==> config.mk <==
export PLATFORM = sky130hd
export DESIGN_NAME = press_classifier
export DESIGN_NICKNAME = d
export VERILOG_FILES = /design/src/rtl/press_pkg.sv /design/src/rtl/press_channel.sv /design/src/rtl/press_classifier.sv
export SDC_FILE = /design/constraint.sdc
export NUM_CORES = 1
export LEC_CHECK = 0
export CAP_MARGIN = 20
export CELL_PAD_IN_SITES_DETAIL_PLACEMENT = 1
export CELL_PAD_IN_SITES_GLOBAL_PLACEMENT = 2
export CORE_UTILIZATION = 44
export DETAILED_ROUTE_END_ITERATION = 7
export PLACE_DENSITY = 0.95
export REMOVE_ABC_BUFFERS = 1
export SETUP_SLACK_MARGIN = 0.3
export SYNTH_ARGS = -nofsm -noshare
export SYNTH_HDL_FRONTEND = slang
export SYNTH_SLANG_ARGS = --single-unit
==> constraint.sdc <==
create_clock -name clk -period 6.08 [get_ports clk]
set_input_delay 1.52 -clock clk [delete_from_list [all_inputs] [get_ports clk]]
set_output_delay 1.52 -clock clk [all_outputs]
set_load 0.02 [all_outputs]
==> src/rtl/press_pkg.sv <==
// press_pkg: shared FSM encoding, timing defaults and helpers for the press classifier
package press_pkg;
  typedef enum logic [1:0] {
    ST_IDLE = 2'd0,
    ST_HELD = 2'd1,
    ST_LONG = 2'd2
  } state_t;
  localparam logic [19:0] DEF_DEB_CYCLES    = 20'd1000000;
  localparam logic [26:0] DEF_LONG_CYCLES   = 27'd100000000;
  localparam logic [24:0] DEF_REPEAT_CYCLES = 25'd20000000;
  function automatic int max_int(input int a, input int b);
    return (a > b) ? a : b;
  endfunction
endpackage

==> src/rtl/press_channel.sv <==
// press_channel: one button's synchroniser, debouncer and short/long/repeat classifier
module press_channel
  import press_pkg::*;
#(
  parameter logic [19:0] DEB_CYCLES    = DEF_DEB_CYCLES,
  parameter logic [26:0] LONG_CYCLES   = DEF_LONG_CYCLES,
  parameter logic [24:0] REPEAT_CYCLES = DEF_REPEAT_CYCLES,
  parameter bit          REPEAT_EN     = 1'b1
) (
  input  logic clk,
  input  logic rst_n,
  input  logic en,
  input  logic btn_in,
  output logic btn_level,
  output logic short_pulse,
  output logic long_pulse,
  output logic repeat_pulse,
  output logic busy
);
  localparam int DW = $clog2(DEB_CYCLES);
  localparam int HW = max_int($clog2(LONG_CYCLES), $clog2(REPEAT_CYCLES));
  localparam logic [DW-1:0] DEB_TOP  = DW'(DEB_CYCLES - 1'b1);
  localparam logic [HW-1:0] LONG_TOP = HW'(LONG_CYCLES - 1'b1);
  localparam logic [HW-1:0] REP_TOP  = HW'(REPEAT_CYCLES - 1'b1);
  state_t state_q, state_d;
  logic sync1_q, sync1_d, sync2_q, sync2_d;
  logic level_q, level_d, prev_q, prev_d, armed_q, armed_d;
  logic short_q, short_d, long_q, long_d, rep_q, rep_d;
  logic [1:0] vld_q, vld_d;
  logic [DW-1:0] db_q, db_d;
  logic [HW-1:0] hold_q, hold_d;
  logic diff, toggle, rise;
  assign diff   = sync2_q ^ level_q;
  assign toggle = diff & (db_q == DEB_TOP);
  assign rise   = level_q & ~prev_q;
  // armed only once a real released level has come through the synchroniser,
  // so a button held across reset never starts a press
  always_comb begin
    sync1_d = btn_in;
    sync2_d = sync1_q;
    vld_d   = {vld_q[0], 1'b1};
    db_d    = (diff && !toggle) ? db_q + 1'b1 : '0;
    level_d = level_q ^ toggle;
    prev_d  = level_q;
    armed_d = armed_q | (vld_q[1] & ~sync2_q);
    state_d = state_q;
    hold_d  = hold_q + 1'b1;
    short_d = 1'b0;
    long_d  = 1'b0;
    rep_d   = 1'b0;
    if (!en) begin
      state_d = ST_IDLE;
      hold_d  = '0;
    end else begin
      case (state_q)
        ST_IDLE: begin
          hold_d = '0;
          if (rise && armed_q) state_d = ST_HELD;
        end
        ST_HELD: begin
          if (!level_q) begin
            short_d = 1'b1;
            state_d = ST_IDLE;
            hold_d  = '0;
          end else if (hold_q == LONG_TOP) begin
            long_d  = 1'b1;
            state_d = ST_LONG;
            hold_d  = '0;
          end
        end
        ST_LONG: begin
          if (!level_q) begin
            state_d = ST_IDLE;
            hold_d  = '0;
          end else if (hold_q == REP_TOP) begin
            rep_d  = REPEAT_EN;
            hold_d = '0;
          end
        end
        default: begin
          state_d = ST_IDLE;
          hold_d  = '0;
        end
      endcase
    end
  end
  always_ff @(posedge clk or negedge rst_n) begin
    if (!rst_n) begin
      sync1_q <= 1'b0;
      sync2_q <= 1'b0;
      vld_q   <= '0;
      db_q    <= '0;
      level_q <= 1'b0;
      prev_q  <= 1'b0;
      armed_q <= 1'b0;
      state_q <= ST_IDLE;
      hold_q  <= '0;
      short_q <= 1'b0;
      long_q  <= 1'b0;
      rep_q   <= 1'b0;
    end else begin
      sync1_q <= sync1_d;
      sync2_q <= sync2_d;
      vld_q   <= vld_d;
      db_q    <= db_d;
      level_q <= level_d;
      prev_q  <= prev_d;
      armed_q <= armed_d;
      state_q <= state_d;
      hold_q  <= hold_d;
      short_q <= short_d;
      long_q  <= long_d;
      rep_q   <= rep_d;
    end
  end
  assign btn_level    = level_q;
  assign short_pulse  = short_q;
  assign long_pulse   = long_q;
  assign repeat_pulse = rep_q;
  assign busy         = (state_q != ST_IDLE);
endmodule

==> src/rtl/press_classifier.sv <==
// press_classifier: NUM_CH independent debounced short/long/repeat button classifiers
module press_classifier
  import press_pkg::*;
#(
  parameter int          NUM_CH        = 4,
  parameter logic [19:0] DEB_CYCLES    = DEF_DEB_CYCLES,
  parameter logic [26:0] LONG_CYCLES   = DEF_LONG_CYCLES,
  parameter logic [24:0] REPEAT_CYCLES = DEF_REPEAT_CYCLES,
  parameter bit          REPEAT_EN     = 1'b1
) (
  input  logic              clk,
  input  logic              rst_n,
  input  logic              en,
  input  logic [NUM_CH-1:0] btn_in,
  output logic [NUM_CH-1:0] btn_level,
  output logic [NUM_CH-1:0] short_pulse,
  output logic [NUM_CH-1:0] long_pulse,
  output logic [NUM_CH-1:0] repeat_pulse,
  output logic [NUM_CH-1:0] busy
);
  for (genvar i = 0; i < NUM_CH; i++) begin : g_ch
    press_channel #(
      .DEB_CYCLES   (DEB_CYCLES),
      .LONG_CYCLES  (LONG_CYCLES),
      .REPEAT_CYCLES(REPEAT_CYCLES),
      .REPEAT_EN    (REPEAT_EN)
    ) u_ch (
      .clk         (clk),
      .rst_n       (rst_n),
      .en          (en),
      .btn_in      (btn_in[i]),
      .btn_level   (btn_level[i]),
      .short_pulse (short_pulse[i]),
      .long_pulse  (long_pulse[i]),
      .repeat_pulse(repeat_pulse[i]),
      .busy        (busy[i])
    );
  end
endmodule

==> metrics.md <==
| Metric | Value |
|---|---|
| Total GRT Usage | 19.6% |
| Antenna violations before repair | 0 |
| Worst Hold Class | register to register |
| Total power | 3.36 mW |
| Max_slew headroom | 30.0% |
| Final wirelength | 24400 um |
| R2r worst-path depth | 5 |
| Final Cell Area | 12500 um2 |
| Crit path buf inv count | 3 |
| CP Data Required Time | 4560 ps |
| Post-CTS Resized | 0 |
| Clock Latency Late Sink | ~530 ps |
| Hold path cells | 0 |
| Kind of critical path | register to output port |
| Async S/R FF share, synth | 100% |
| Critical-path cell list | inv_1 -> ha_1 -> inv_1 -> clkdlybuf4s50_1 |
| Antenna diode count | 0 |
| Area growth, synth to finish | 11.6% |
| CTS Sinks | 230 |
| Clock power share | 48.3% |
| Top FF cell, synth | dfrtp_1 |
| Arr. time, crit path | 1950 ps |
| Clock skew | a little over 9 ps |
| Power Density | ~270 nW/um2 |
| CTS Hold Bufs | 0 |
| Layout cells sized above 1 | 5.36% |
| Static Leakage | 5.10 nW |
| Hold WS | 351 ps |
| Crit path max fanout | 4 |
| Starting DRT DRC Count | around 440 |
| Sw Ratio | 22.1% |
| RSZ-0062 raised after global routing | no |
| Crit path depth | 4 |
| Largest net degree at the start of global routing | 132 |
| Period utilization | 57.0% |
| Worst setup SP type | register |
| Die ar. | 26100 um2 |
| Pint | between 2 and 3 mW |
| Yosys reg bits | 230 |
| Run status | finished, final reports clean |
| Number of CTS-inserted buffers | 26 |
| Total global routing overflow | 0 |
| Ports | 27 |
| Clock root buffer master | clkbuf_16 |
| H-Tree Level Count | 1 |
| Slew @ Worst Pin | between 1000 and 1500 ps |
| Final min period | roughly 3500 ps |
| Peak VDD IR | 205 uV |
| I/O Buffers | 26 |
| Synthesized area | 11200 um2 |
| Register area share after synthesis | 51.4% |
| Final max-slew violation count | 0 |
| DR vias | 8048 |
| First-pass GRT wire length | about 42000 um |
| Via count of the first global-routing pass | 8518 |
| Mapped Avg Cell Area | 9.90 um2 |
| Seq pwr share | a little under half |
| Placed inst area | about 12000 um2 |
| Synth cell types | 50 |
| Setup TNS | 0 ps |
| WL/cell | 16.5 um |
| Clock Pin Slew Worst Setup and Hold Paths | around 60 ps |
| # setup viols final | 0 |
| CTS tree | done |
| CP max stage delay | 600 ps |
| Highest-delay cell along the critical path | clkdlybuf4s50_1 |
| Fill cells | 2783 |
| Final core occ | 50.7% |
| EDFF count, synth | 0 |
| Endpoints failing hold | 0 |
| Pre-antenna DRT Iters | 4 |
| Clock tree buffer depth | 3 |
| Num rows | between 50 and 60 |
| Crit end category | output port |
| Layout Nets | about 1200 |
| Post-CTS setup buffers | 0 |
| Die Width | 161 um |
| Peak Freq | 0.288 GHz |
| Syn Inst Count | 1130 |
| Die Y | roughly 160 um |
| Initial Util | 45.5% |
| Number of max-cap violations | 0 |
| Remaining antenna violation count | 0 |
| Final RePlAce weighted congestion | 0.784 |
| P_sw | 0.742 mW |
| DR vias/cell | 5.44 |
| CORE AREA | roughly 25000 um2 |
| Detailed-route DRC error count | 0 |
| DP Wirelength | between 15000 and 20000 um |
| CP most frequent cell | inv_1 |
| Worst path top cell family by delay | buffers and inverters |
| Comb pwr share | between 4 and 5% |
| Ys Warns | 0 |
## layer usage
metal	vias up	track usage, %	share of wire [%]	wire length [um]
met4	0	4.85	2.0	495
met3	33	3.03	2.9	705
met1	4085	26.5	47	11400
li1	3863	-	-	-
met5	-	0	0	0
met2	67	33.0	48	11800
## area by class of cell
type	count	area (um2)	area share, %
flip-flops and latches	230	5760	46.1
multi-input cells	816	4990	40.0
clock buffers	33	728	5.83
well taps	324	405	3.25
repair buffers	32	320	2.57
clock inverters	11	155	1.24
inverters	34	128	1.02
## synthesized netlist by cell type (all sizes together), types with 8 or more instances
cell / instances / area share [%]
ha: 20 / 2.2
buf: 34 / 2.2
nor2: 217 / 7.3
nor3: 24 / 1.1
clkbuf: 16 / 0.54
nor4: 32 / 1.8
dfrtp: 230 / 51
xnor2: 70 / 5.5
and3: 29 / 1.6
a21o: 8 / 0.54
nand4: 57 / 3.2
a21oi: 10 / 0.45
and4: 15 / 1.2
nand2: 73 / 2.4
nand3: 78 / 3.5
or4: 8 / 0.57
xor2: 104 / 8.1
inv: 34 / 1.1
## cells in the final DEF (no fill, tap or decap), types with 7 or more instances in the layout
cell type / Yosys / layout
dfrtp_1: 230 / 230
nor2_1: 217 / 217
xor2_1: 104 / 104
nand3_1: 78 / 78
nand2_1: 73 / 73
xnor2_1: 70 / 70
nand4_1: 57 / 57
inv_1: 34 / 34
nor4_1: 32 / 32
and3_1: 29 / 29
clkbuf_16: 0 / 27
clkdlybuf4s50_1: 0 / 25
nor3_1: 24 / 24
ha_1: 20 / 20
and4_1: 15 / 15
a21oi_1: 10 / 10
a21o_1: 8 / 8
or2_2: 7 / 7
nor4bb_1: 7 / 7
o21ai_0: 7 / 7
or4_1: 7 / 7
clkinv_2: 0 / 7
## final timing paths
path / start / endpoint / slack (ps)
setup / recovery: g_ch[0].u_ch.state_q[0]$_DFFE_PN0P_ / busy[0] / 2610
hold / removal: g_ch[3].u_ch.vld_q[0]$_DFF_PN0_ / g_ch[0].u_ch.vld_q[1]$_DFF_PN0_ / 350
setup reg to reg: g_ch[1].u_ch.hold_q[23]$_DFF_PN0_ / g_ch[1].u_ch.hold_q[26]$_DFF_PN0_ / 3240
hold reg to reg: g_ch[3].u_ch.vld_q[0]$_DFF_PN0_ / g_ch[0].u_ch.vld_q[1]$_DFF_PN0_ / 350
max in group asynchronous: rst_n / g_ch[3].u_ch.hold_q[3]$_DFF_PN0_ / 3870
min in group asynchronous: rst_n / g_ch[0].u_ch.hold_q[6]$_DFF_PN0_ / 1110
## flip-flops by register name, summed over array words and instances, names as in the netlist, named ones only
| name | flops |
|---|---|
| g_ch.u_ch.armed_q | 4 |
| g_ch.u_ch.db_q | 80 |
| g_ch.u_ch.hold_q | 108 |
| g_ch.u_ch.long_pulse | 4 |
| g_ch.u_ch.prev_q | 4 |
| g_ch.u_ch.repeat_pulse | 4 |
| g_ch.u_ch.short_pulse | 4 |
| g_ch.u_ch.state_q | 8 |
| g_ch.u_ch.sync1_q | 4 |
| g_ch.u_ch.sync2_q | 4 |
| g_ch.u_ch.vld_q | 2 |
## through the flow
stage,std cells,worst slack [ps]
3_3_place_gp,1435,2650
2_1_floorplan,1080,3590
5_1_grt,1480,2530
3_5_place_dp,1436,2580
6_report,1480,2610
4_1_cts,1480,2580
## power by group through the flow
stage               Combinational [mW]  Sequential, mW  Clock [mW]
global route                     0.188            1.57        1.72
detailed placement               0.166            1.60           0
CTS                              0.170            1.57        1.66
global placement                 0.161            1.60           0
floorplan                       0.0761            1.60           0
finish                           0.166            1.57        1.62
## cell families after synthesis
group | Yosys count | share of synthesized area, %
AOI/OAI and AO/OA | 40 | 2.57
and+or+nand+nor | 577 | 25.8
other | 1 | 0.0335
buffers and inverters | 84 | 3.93
xor gates and xnor gates | 174 | 13.6
adders and majority gates | 20 | 2.24
muxes | 4 | 0.391
DFF | 230 | 51.4
Note: power is estimated with default switching activity, not from simulation.
